File: src/rtl/fetch_ctrl_if.sv
// Instruction-side SRAM-like port between the fetch sequencer and instruction memory.
interface fetch_ctrl_if;
    localparam int unsigned XW = 32;

    logic          inst_req;
    logic [XW-1:0] inst_addr;
    logic          inst_addr_ok;
    logic          inst_data_ok;
    logic [XW-1:0] inst_rdata;

    modport master (
        output inst_req, inst_addr,
        input  inst_addr_ok, inst_data_ok, inst_rdata
    );

    modport slave (
        input  inst_req, inst_addr,
        output inst_addr_ok, inst_data_ok, inst_rdata
    );
endinterface

File: src/rtl/fetch_ctrl.sv
// Fetch-stage sequencer: owns the PC, drives the instruction port and feeds the IF/ID register.
// Optional FETCH_BYPASS_EN: hand off read data straight from the port, skipping HOLD.
module fetch_ctrl #(
    parameter logic [31:0] RESET_PC = 32'hBFC0_0000
) (
    input  logic               clk,
    input  logic               rst,
    fetch_ctrl_if.master       inst,
    input  logic               stall_backend,
    input  logic               flush_exc,
    input  logic [31:0]        exc_pc,
    input  logic               is_branchD,
    input  logic               branch_takeD,
    input  logic [31:0]        branch_targetD,
    output logic [31:0]        pcF,
    output logic [31:0]        pcplus4F,
    output logic [31:0]        instrF,
    output logic               is_in_delayslot_iF,
    output logic               stallD,
    output logic               flushD
);
    localparam int unsigned XW = 32;

    localparam logic [1:0] S_IDLE = 2'd0;
    localparam logic [1:0] S_REQ  = 2'd1;
    localparam logic [1:0] S_WAIT = 2'd2;
    localparam logic [1:0] S_HOLD = 2'd3;

    logic [1:0]    state,      state_d;
    logic [XW-1:0] pc,         pc_d;
    logic [XW-1:0] instr_buf,  instr_buf_d;
    logic          discard,    discard_d;
    logic          ds_pending, ds_pending_d;
    logic          ds_taken,   ds_taken_d;
    logic [XW-1:0] ds_target,  ds_target_d;
    logic          handoff;

    always_ff @(posedge clk) begin
        if (rst) begin
            state      <= S_IDLE;
            pc         <= RESET_PC;
            instr_buf  <= '0;
            discard    <= 1'b0;
            ds_pending <= 1'b0;
            ds_taken   <= 1'b0;
            ds_target  <= '0;
        end else begin
            state      <= state_d;
            pc         <= pc_d;
            instr_buf  <= instr_buf_d;
            discard    <= discard_d;
            ds_pending <= ds_pending_d;
            ds_taken   <= ds_taken_d;
            ds_target  <= ds_target_d;
        end
    end

    always_comb begin
        state_d        = state;
        pc_d           = pc;
        instr_buf_d    = instr_buf;
        discard_d      = discard;
        ds_pending_d   = ds_pending;
        ds_taken_d     = ds_taken;
        ds_target_d    = ds_target;
        handoff        = 1'b0;
        inst.inst_req  = (state == S_REQ);
        inst.inst_addr = pc;
        pcF            = pc;
        pcplus4F       = pc + XW'(4);
        instrF         = instr_buf;

        if (flush_exc) begin
            // Exception redirect: an accepted or in-flight response becomes stale.
            pc_d         = exc_pc;
            ds_pending_d = 1'b0;
            case (state)
                S_REQ: begin
                    if (inst.inst_addr_ok) begin
                        state_d   = S_WAIT;
                        discard_d = 1'b1;
                    end
                end
                S_WAIT: begin
                    if (inst.inst_data_ok) begin
                        state_d   = S_REQ;
                        discard_d = 1'b0;
                    end else begin
                        discard_d = 1'b1;
                    end
                end
                default: state_d = S_REQ;
            endcase
        end else begin
            case (state)
                S_IDLE: state_d = S_REQ;
                S_REQ: begin
                    if (inst.inst_addr_ok) state_d = S_WAIT;
                end
                S_WAIT: begin
                    if (inst.inst_data_ok) begin
                        if (discard) begin
                            discard_d = 1'b0;
                            state_d   = S_REQ;
                        end
`ifdef FETCH_BYPASS_EN
                        else if (!stall_backend) begin
                            handoff = 1'b1;
                            instrF  = inst.inst_rdata;
                            state_d = S_REQ;
                        end
`endif
                        else begin
                            instr_buf_d = inst.inst_rdata;
                            state_d     = S_HOLD;
                        end
                    end
                end
                default: begin
                    if (!stall_backend) begin
                        handoff = 1'b1;
                        state_d = S_REQ;
                    end
                end
            endcase

            // Branch redirect takes effect after the delay slot is handed off.
            if (handoff) begin
                ds_pending_d = 1'b0;
                if (is_branchD && branch_takeD)  pc_d = branch_targetD;
                else if (ds_pending && ds_taken) pc_d = ds_target;
                else                             pc_d = pc + XW'(4);
            end else if (is_branchD && !stall_backend) begin
                ds_pending_d = 1'b1;
                ds_taken_d   = branch_takeD;
                ds_target_d  = branch_targetD;
            end
        end

        stallD             = handoff ? 1'b0 : (stall_backend & ~flush_exc);
        flushD             = handoff ? 1'b0 : (flush_exc | ~stall_backend);
        is_in_delayslot_iF = handoff & (is_branchD | ds_pending);
    end
endmodule

File: src/flat_wrapper.sv
// flat-port wrapper written by rule: the top's interface ports become plain ports
module fetch_ctrl_flat 
#(
    parameter logic [31:0] RESET_PC = 32'hBFC0_0000
)
  (clk, rst, stall_backend, flush_exc, exc_pc, is_branchD, branch_takeD, branch_targetD, pcF, pcplus4F, instrF, is_in_delayslot_iF, stallD, flushD, inst_inst_req, inst_inst_addr, inst_inst_addr_ok, inst_inst_data_ok, inst_inst_rdata);
  fetch_ctrl_if inst_i ();
  input  logic clk;
  input  logic rst;
  input  logic stall_backend;
  input  logic flush_exc;
  input  logic [31:0] exc_pc;
  input  logic is_branchD;
  input  logic branch_takeD;
  input  logic [31:0] branch_targetD;
  output logic [31:0] pcF;
  output logic [31:0] pcplus4F;
  output logic [31:0] instrF;
  output logic is_in_delayslot_iF;
  output logic stallD;
  output logic flushD;
  output wire logic [$bits(inst_i.inst_req)-1:0] inst_inst_req;
  output wire logic [$bits(inst_i.inst_addr)-1:0] inst_inst_addr;
  input wire logic [$bits(inst_i.inst_addr_ok)-1:0] inst_inst_addr_ok;
  input wire logic [$bits(inst_i.inst_data_ok)-1:0] inst_inst_data_ok;
  input wire logic [$bits(inst_i.inst_rdata)-1:0] inst_inst_rdata;
  assign inst_inst_req = inst_i.inst_req;
  assign inst_inst_addr = inst_i.inst_addr;
  assign inst_i.inst_addr_ok = inst_inst_addr_ok;
  assign inst_i.inst_data_ok = inst_inst_data_ok;
  assign inst_i.inst_rdata = inst_inst_rdata;
  fetch_ctrl #(.RESET_PC(RESET_PC)) u_core (.clk(clk), .rst(rst), .inst(inst_i), .stall_backend(stall_backend), .flush_exc(flush_exc), .exc_pc(exc_pc), .is_branchD(is_branchD), .branch_takeD(branch_takeD), .branch_targetD(branch_targetD), .pcF(pcF), .pcplus4F(pcplus4F), .instrF(instrF), .is_in_delayslot_iF(is_in_delayslot_iF), .stallD(stallD), .flushD(flushD));
endmodule
File: config.mk
export PLATFORM = sky130hd
export DESIGN_NAME = fetch_ctrl_flat
export DESIGN_NICKNAME = d
export VERILOG_FILES = /design/src/rtl/fetch_ctrl_if.sv /design/src/rtl/fetch_ctrl.sv /design/src/flat_wrapper.sv
export SDC_FILE = /design/constraint.sdc
export NUM_CORES = 1
export LEC_CHECK = 0
export BUFFER_PORTS_ARGS = -buffer_cell sky130_fd_sc_hd__buf_2
export CORE_AREA = 2 2 140 142
export CTS_CLUSTER_SIZE = 30
export DETAILED_ROUTE_END_ITERATION = 10
export DIE_AREA = 0 0 142 144
export PLACE_DENSITY_LB_ADDON = 0.2
export SYNTH_ARGS = -nofsm -noshare
export SYNTH_HDL_FRONTEND = slang
export SYNTH_SLANG_ARGS = --single-unit
File: constraint.sdc
create_clock -name clk -period 2.05 [get_ports clk]
set_input_delay 0.3075 -clock clk [delete_from_list [all_inputs] [get_ports clk]]
set_output_delay 0.3075 -clock clk [all_outputs]
set_load 0.01 [all_outputs]
==> out/summary.txt, run 1 <==
initial detailed-routing violation count - 353
TritonCTS clock tree - built
Power Density - 626.5 nW/um^2
worst r2r src - u_core.inst.inst_addr[4]
Clock Skew - 0.005361 ns
Remaining DRCs - 0
antenna diode count - 0
Post-synth top flop - dfxtp_1
Peak VDD IR - 380.8 uV
largest cells by area after synthesis - dfxtp_1, nand2_1, a21oi_1
sequential share of the synthesized area - 36.08%
die outline area - 20450 um^2
remaining antenna violation count - 0
via count - 6282
Sequential Area - 2044 um^2
most frequent cell after synthesis - nand2_1
Synth Warn # - 0
post-route insts no fill - 1237
total power - 4.956 mW
nets - 1103
die width - 142 um
Max-slew headroom - 54.21%
main combinational cell family by area after synthesis - simple AND/OR/NAND/NOR gates
Post-Synth Simple-Gate Area - 24.85%
syn nets - 854
synth-to-layout area growth - 41.17%
Post-Syn Area per Cell - 7.522 um^2
max-slew violations - 0
RSZ-0062 raised after global routing - yes
Synth area leader - dfxtp_1
final setup fails - 18
vias in the first global route - 5824
status - finished with violations
min-delay src - inst_inst_rdata[13]
Switching Share - 28.35%
post-synthesis mux area share - 0.5805%
fraction of layout cells with a size suffix above 1 - 40.94%
share of the synthesized area in the top cell type - 36.08%
routed len/inst - 17.29 um
CP Launch Type - flop
leakage - 3.602 nW
Clock Pin Slew Worst Setup and Hold Paths - 0.07 ns
number of synthesized register bits - 101
Skew-Pair Late Insertion Delay - 0.36 ns
crit path setup slack, layout - -0.1886 ns
starting density of the core - 29.37%
Synth async-reset ratio - 0%
Fillers - 1987
synth unique cells - 71
Netlist Area Pre-Place - 5604 um^2
violated checks - negative setup slack
input/output buffers - 235
core area - 19080 um^2
Worst setup startpoint - u_core.inst.inst_addr[9]
initial antenna violation count - 1
CP Class - flop to output pin
remaining global-route overflow - 0
post-synthesis compound-gate area fraction - 23.24%
post-layout util - 41.47%
xor-xnor portion of the synthesized cell area - 3.595%
crit path time final - 2.239 ns
Final Wtd Congestion - 0.8196
Cell Int Power - 3.551 mW
GRT Overall Usage - 20.50%
Syn Inst Count - 745
hold_ws - 0.1834 ns
clock network power share - 37.6%
maxcap violations - 0
worst path required time - 1.74 ns
Reg power frac - 42.6%
area taken by multi-input logic gates - 3248 um^2
slew of the pin with the lowest slew margin - 0.6863 ns
Worst Hold Class - input pin to flop
largest net degree at the start of global routing - 40
root buffer cell - clkbuf_16
Rows - 51
DR vias/cell - 5.078
first-pass GRT wire length - 32240 um
WL final - 21390 um
crit path capture type - output pin
Post-Synth Adder-Cell Area - 1.116%
NetSw - 1.405 mW
io pins - 236
Hold Fails Final Rpt - 0
Fmax achieved - 0.4467 GHz
CTS Buf Count - 9
Critical Path AT - 1.93 ns
Cells after DPL - 1193
setup TNS - -2.287 ns
CP Max Fanout - 7
Hold Buf Count CTS - 0
Die H - 144 um
Comb pwr share - 19.8%
Commonest cells post-synth - nand2_1, dfxtp_1, a21oi_1, nor2_1
H-Tree Depth - 3
EDFF count, synth - 0
clock tree sinks - 101
hpwl dp - 15450 um
Detailed Routing Iterations Pass 1 - 7
fin crit share - 109.2%
clk buf depth - 2
R2R setup slack - 0.14 ns
==> worst max-delay path, cell delays in order (launching register included) <==
cell	delay (ns)
dfxtp_2	0.34
buf_4	0.10
and4_4	0.25
and4_4	0.33
buf_4	0.15
nand3_4	0.06
xnor2_2	0.17
buf_2	0.15
==> state kept, by name, indices dropped and copies added (netlist names) <==
register,cells
u_core.ds_target,32
u_core.discard,1
u_core.ds_pending,1
u_core.state,2
u_core.instrF,32
u_core.inst.inst_addr,32
u_core.ds_taken,1
==> layer usage <==
metal  vias up  part of all wire, %  GRT usage, %
li1       3076                    -             -
met3        23                  6.8         3.675
met1      2916                   44         27.04
met2       265                   47         33.84
met5         -                0.061             0
met4         2                  1.8         7.000
==> worst paths after layout <==
path / to / cells past startpoint
worst max-delay path: pcplus4F[24] / 7
worst min-delay path: u_core.instrF[13] / 3
worst max register to register: u_core.inst.inst_addr[15] / 6
worst min register to register: u_core.instrF[13] / 2
==> power by group through the flow <==
stage	Clock (mW)	Sequential, mW	Combinational (mW)
after floorplan	0	2.19	0.494
after global placement	0	2.14	0.937
after detailed placement	0	2.14	0.932
after CTS	1.91	2.11	0.959
after global routing	1.99	2.12	1.08
final	1.86	2.11	0.981
==> metrics by stage <==
step / instance area, um^2 / setup WS, ns
after detailed placement: 7064 / 0.04909
final: 7911 / -0.1886
after floorplan: 5604 / 0.1522
after global routing: 7911 / -0.3032
after CTS: 7626 / -0.2091
after global placement: 7064 / 0.05143
==> cells by family after synthesis <==
kind of cell,Yosys count
AND/OR/NAND/NOR,304
AO/OA/AOI/OAI,205
buffers and inverters,104
flip-flops,101
XOR/XNOR,23
adder cells (fa/ha/maj),5
multiplexers,3
==> repair_timing <==
action,CTS,global route
pin swaps,17,19
endpoints found under the setup margin,19,21
gates resized for setup,48,35
endpoints found under the hold margin,0,0
buffers inserted,13,16
==> cells in the final DEF, fill, tap and decap left out, types with 5 or more instances in the layout <==
master       n
and3_1       5
xnor2_1      6
clkbuf_16    9
dfxtp_2     18
nand3_4      6
inv_1       14
o21ai_0     20
or3_1        5
a21oi_1     98
buf_2      232
o31ai_1      6
xor2_1       5
a221oi_1    13
nor2_1      46
o211ai_1     5
nand3_1     14
a22oi_1      9
o32ai_1      7
nand4_1     10
xnor2_2     11
dfxtp_1     83
nor3_1       6
and4_4       5
o221ai_1     5
a21o_1       5
nand2_1    170
buf_6       12
buf_4       80
==> area by class of cell <==
cell class	instances	share of cell area, %
Tap cell	238	3.764
Multi-Input combinational cell	540	41.06
Timing Repair Buffer	327	24.74
Clock buffer	11	2.942
Inverter	15	0.7117
Clock inverter	5	0.9489
Sequential cell	101	25.84
Note: power is estimated with default switching activity, not from simulation.
==> run 2: changes to the inputs <==
- RECOVER_POWER: not set -> 25
- SKIP_CTS_REPAIR_TIMING: not set -> 1
==> run 2 against run 1 <==
Effect of this change:
- the run still ends with negative setup slack left
- critical path depth decreased by 1
- final area decreased by 4.7%
- non-clock buffer count decreased by 20
- via count decreased by 1.9%
- clock power about the same
- sequential cell count unchanged
- hold slack got worse by 0.0030 ns
- total power decreased by 0.45%
- die area unchanged
- sequential share of layout area increased by 1.2 points
- clock skew increased by 0.0039 ns
==> out/summary.txt, run 2 (same netlist as run 1, synthesis figures left out) <==
fin crit share - 110.9%
crit path time final - 2.274 ns
FF-to-FF End - u_core.inst.inst_addr[15]
CP Max Fanout - 5
Final Wtd Congestion - 0.8196
Clock Pin Slew Worst Setup and Hold Paths - 0.07 ns
status - finished with violations
hold_ws - 0.1805 ns
RSZ-0062 raised after global routing - yes
remaining global-route overflow - 0
Clock Skew - 0.009257 ns
Peak VDD IR - 385.7 uV
hpwl dp - 15450 um
initial antenna violation count - 1
routed len/inst - 17.39 um
via count - 6161
CP Launch Type - flop
Rows - 51
DR vias/cell - 5.062
CP Class - flop to output pin
Worst Hold Class - input pin to flop
CTS Buf Count - 9
worst path required time - 1.74 ns
most frequent cells in the layout - buf_2, nand2_1, a21oi_1
io pins - 236
first-pass GRT wire length - 31840 um
min-delay src - inst_inst_rdata[23]
Max-slew headroom - 55.75%
post-route insts no fill - 1217
Fillers - 2044
initial detailed-routing violation count - 365
area taken by multi-input logic gates - 3137 um^2
Skew-Pair Late Insertion Delay - 0.36 ns
clk buf depth - 2
remaining antenna violation count - 0
pre-CTS setup slack - 0.04909 ns
largest net degree at the start of global routing - 40
Hold Fails Final Rpt - 0
reg2reg path depth - 6
final setup fails - 17
TritonCTS clock tree - built
Detailed Routing Iterations Pass 1 - 5
violated checks - negative setup slack
worst r2r src - u_core.inst.inst_addr[10]
R2R setup slack - 0.22 ns
Power Density - 654.1 nW/um^2
hold depth - 3
Die H - 144 um
H-Tree Depth - 3
crit path setup slack, layout - -0.2236 ns
leakage - 3.259 nW
nets - 1083
crit path capture type - output pin
Cells after DPL - 1193
die outline area - 20450 um^2
die width - 142 um
input/output buffers - 235
Sequential Area - 2038 um^2
slew of the pin with the lowest slew margin - 0.6633 ns
maxcap violations - 0
Critical Path AT - 1.97 ns
GRT Overall Usage - 20.28%
fraction of layout cells with a size suffix above 1 - 32.89%
WL final - 21160 um
max-slew violations - 0
Fmax achieved - 0.4398 GHz
core area - 19080 um^2
total power - 4.934 mW
Remaining DRCs - 0
vias in the first global route - 5682
antenna diode count - 0
WHS Endpoint - u_core.instrF[23]
starting density of the core - 29.37%
root buffer cell - clkbuf_16
clock tree sinks - 101
most common cell after layout, fill and taps aside - buf_2
synth-to-layout area growth - 34.58%
run 2: worst max-delay path by stage:
| stage | from | end | slack [ns] | cells past startpoint |
|---|---|---|---|---|
| 2_1_floorplan | u_core.inst.inst_addr[4] | pcplus4F[21] | 0.15 | 4 |
| 3_3_place_gp | u_core.inst.inst_addr[4] | pcplus4F[18] | 0.05 | 5 |
| 3_5_place_dp | u_core.inst.inst_addr[4] | pcplus4F[18] | 0.05 | 5 |
| 4_1_cts | u_core.inst.inst_addr[4] | pcplus4F[30] | -0.35 | 5 |
| 5_1_grt | u_core.inst.inst_addr[6] | pcplus4F[31] | -0.34 | 6 |
| 6_report | u_core.inst.inst_addr[27] | pcplus4F[31] | -0.22 | 6 |
run 2: worst max-delay path, stage by stage, from the launching register on:
cell	delay, ns
dfxtp_1	0.48
nand4_1	0.20
nor3_1	0.20
buf_4	0.16
nand4_1	0.17
xnor2_2	0.24
buf_2	0.16
run 2: metal layers:
| metal | vias to the layer above | share of wire, % | track usage (%) |
|---|---|---|---|
| li1 | 3036 | - | - |
| met1 | 2856 | 45 | 26.99 |
| met2 | 248 | 47 | 33.44 |
| met3 | 19 | 6.5 | 3.709 |
| met4 | 2 | 1.6 | 6.316 |
| met5 | - | 0.061 | 0 |
run 2: report_power, final:
part | switching, mW | leakage [nW] | internal [mW]
logic | 0.541 | 2.28 | 0.410
clock network | 0.807 | 0.153 | 1.07
registers | 0.0624 | 0.827 | 2.05
run 2: metrics by stage:
stage	util [%]	instance area, um^2	setup TNS (ns)
after floorplan	-	5604	0
after global placement	37.03	7064	0
after detailed placement	37.03	7064	0
after CTS	38.64	7372	-4.302
after global routing	39.53	7542	-3.580
final	39.53	7542	-2.103
run 2: layout make-up:
| type | count | area share, % |
|---|---|---|
| clock buffer | 11 | 3.086 |
| clock inverter | 5 | 0.9954 |
| inverter | 15 | 0.7465 |
| multi-input combinational | 540 | 41.59 |
| sequential | 101 | 27.02 |
| tap | 238 | 3.948 |
| timing repair buffer | 307 | 22.61 |
==> run 3: changes to the inputs <==
- CTS_CLUSTER_SIZE: 30 -> 12
- clock period: 2.05 -> 2.6 ns (I/O delays scaled with it)
==> run 3 against run 2 <==
Effect of this change:
- the flow now finishes without violations
- combinational power down 29%
- clock skew up 0.00076 ns
- register-to-register slack better by 0.33 ns
- cell count down 3.4%
- utilization down 2.1 points
- first-iteration DRC count down 12%
- sequential share of layout area up 1.4 points
- global-route usage up 0.17 points
- setup slack better by 0.28 ns
==> out/summary.txt, run 3 (same netlist as run 1, synthesis figures left out) <==
die width - 142 um
crit path capture type - output pin
CP Buf/Inv Count - 3
H-Tree Depth - 3
slew of the pin with the lowest slew margin - 0.6874 ns
root buffer cell - clkbuf_16
clock tree sinks - 101
Critical Path AT - 2.16 ns
Clock Pin Slew Worst Setup and Hold Paths - 0.07 ns
Final Wtd Congestion - 0.8337
maxcap violations - 0
CP Class - flop to output pin
CTS Buf Count - 9
antenna diode count - 0
final setup fails - 0
via count - 5972
leakage - 3.026 nW
hold_ws - 0.2637 ns
routed len/inst - 18.00 um
vias in the first global route - 5549
WL final - 21170 um
pre-CTS setup slack - 0.3818 ns
Worst path slowest cell - dfxtp_1
most common cell after layout, fill and taps aside - buf_2
Worst Hold Class - input pin to flop
clk buf depth - 2
Die H - 144 um
fraction of layout cells with a size suffix above 1 - 29.42%
Peak VDD IR - 322.2 uV
crit path setup slack, layout - 0.05482 ns
io pins - 236
fin crit share - 97.89%
Rows - 51
crit-path cells - buf_4, nand4_1, nor4_2, buf_4, nand4_1, xnor2_2, buf_2
CP Max Fanout - 5
most frequent cells in the layout - buf_2, nand2_1, a21oi_1
starting density of the core - 29.37%
nets - 1042
Fillers - 2059
TritonCTS clock tree - built
initial detailed-routing violation count - 323
Skew-Pair Late Insertion Delay - 0.36 ns
worst path required time - 2.21 ns
initial antenna violation count - 1
area taken by multi-input logic gates - 3018 um^2
max-slew violations - 0
Sequential Area - 2029 um^2
remaining global-route overflow - 0
total power - 3.874 mW
crit path time final - 2.545 ns
post-route insts no fill - 1176
Max-slew headroom - 54.14%
R2R setup slack - 0.55 ns
Detailed Routing Iterations Pass 1 - 5
Clock Skew - 0.01002 ns
GRT Overall Usage - 20.45%
Hold Fails Final Rpt - 0
synth-to-layout area growth - 27.31%
CP peak stage delay - 0.40 ns
core area - 19080 um^2
hpwl dp - 15130 um
crit-path leading delay family - simple AND/OR/NAND/NOR gates
first-pass GRT wire length - 31920 um
Power Density - 542.9 nW/um^2
Remaining DRCs - 0
largest net degree at the start of global routing - 87
die outline area - 20450 um^2
Fmax achieved - 0.3929 GHz
status - finished, final reports clean
Cells after DPL - 1160
RSZ-0062 raised after global routing - yes
remaining antenna violation count - 0
input/output buffers - 235
CP Launch Type - flop
DR vias/cell - 5.078
==> run 3: cell types whose count changed in the layout (fill, tap and decap cells not counted), sizes merged <==
cell and delta:
buf -25, clkinvlp +1, clkbuf -17
==> run 3: path summary, 6_finish.rpt <==
path	startpoint	end	cells after the start
min	inst_inst_rdata[6]	u_core.instrF[6]	3
min reg2reg	u_core.instrF[31]	u_core.instrF[31]	2
max	u_core.inst.inst_addr[4]	pcplus4F[31]	7
max reg2reg	u_core.inst.inst_addr[4]	u_core.inst.inst_addr[15]	6
==> run 3: area by class of cell <==
cell class              count  share of cell area [%]
clock buffers              10                   3.350
clock inverters             6                   1.210
inverters                  15                  0.7892
multi-input cells         540                   42.30
flip-flops and latches    101                   28.45
well taps                 238                   4.174
repair buffers            266                   19.73
==> run 3: report_power, final <==
| part | internal [mW] | leakage, nW | switching [mW] | total, mW |
|---|---|---|---|---|
| combinational | 0.287 | 2.04 | 0.389 | 0.676 |
| sequential | 1.61 | 0.826 | 0.0707 | 1.68 |
| clock | 0.870 | 0.158 | 0.645 | 1.51 |
==> run 3: per-stage QoR <==
stage	setup TNS [ns]	cell area (um^2)	utilization, %
after global placement	0	6817	35.73
after floorplan	0	5604	-
after global routing	-0.04419	7134	37.39
after CTS	-0.01835	7142	37.43
after detailed placement	0	6817	35.73
final	0	7134	37.39
==> run 3: worst reg2reg max path, delay by kind of cell, from the launching register on <==
kind                      cells  cell delay, ns
xor gates and xnor gates      1            0.26
and+or+nand+nor               3            0.70
AOI/OAI and AO/OA             1            0.41
DFF                           1            0.40
buffers and inverters         1            0.16
==> run 3: routing by layer <==
metal | vias up | wire length, um | GRT usage [%]
met5 | - | 13 | 0
met4 | 2 | 391 | 7.158
met3 | 26 | 1362 | 4.172
met2 | 219 | 10100 | 33.71
met1 | 2779 | 9295 | 26.65
li1 | 2946 | - | -
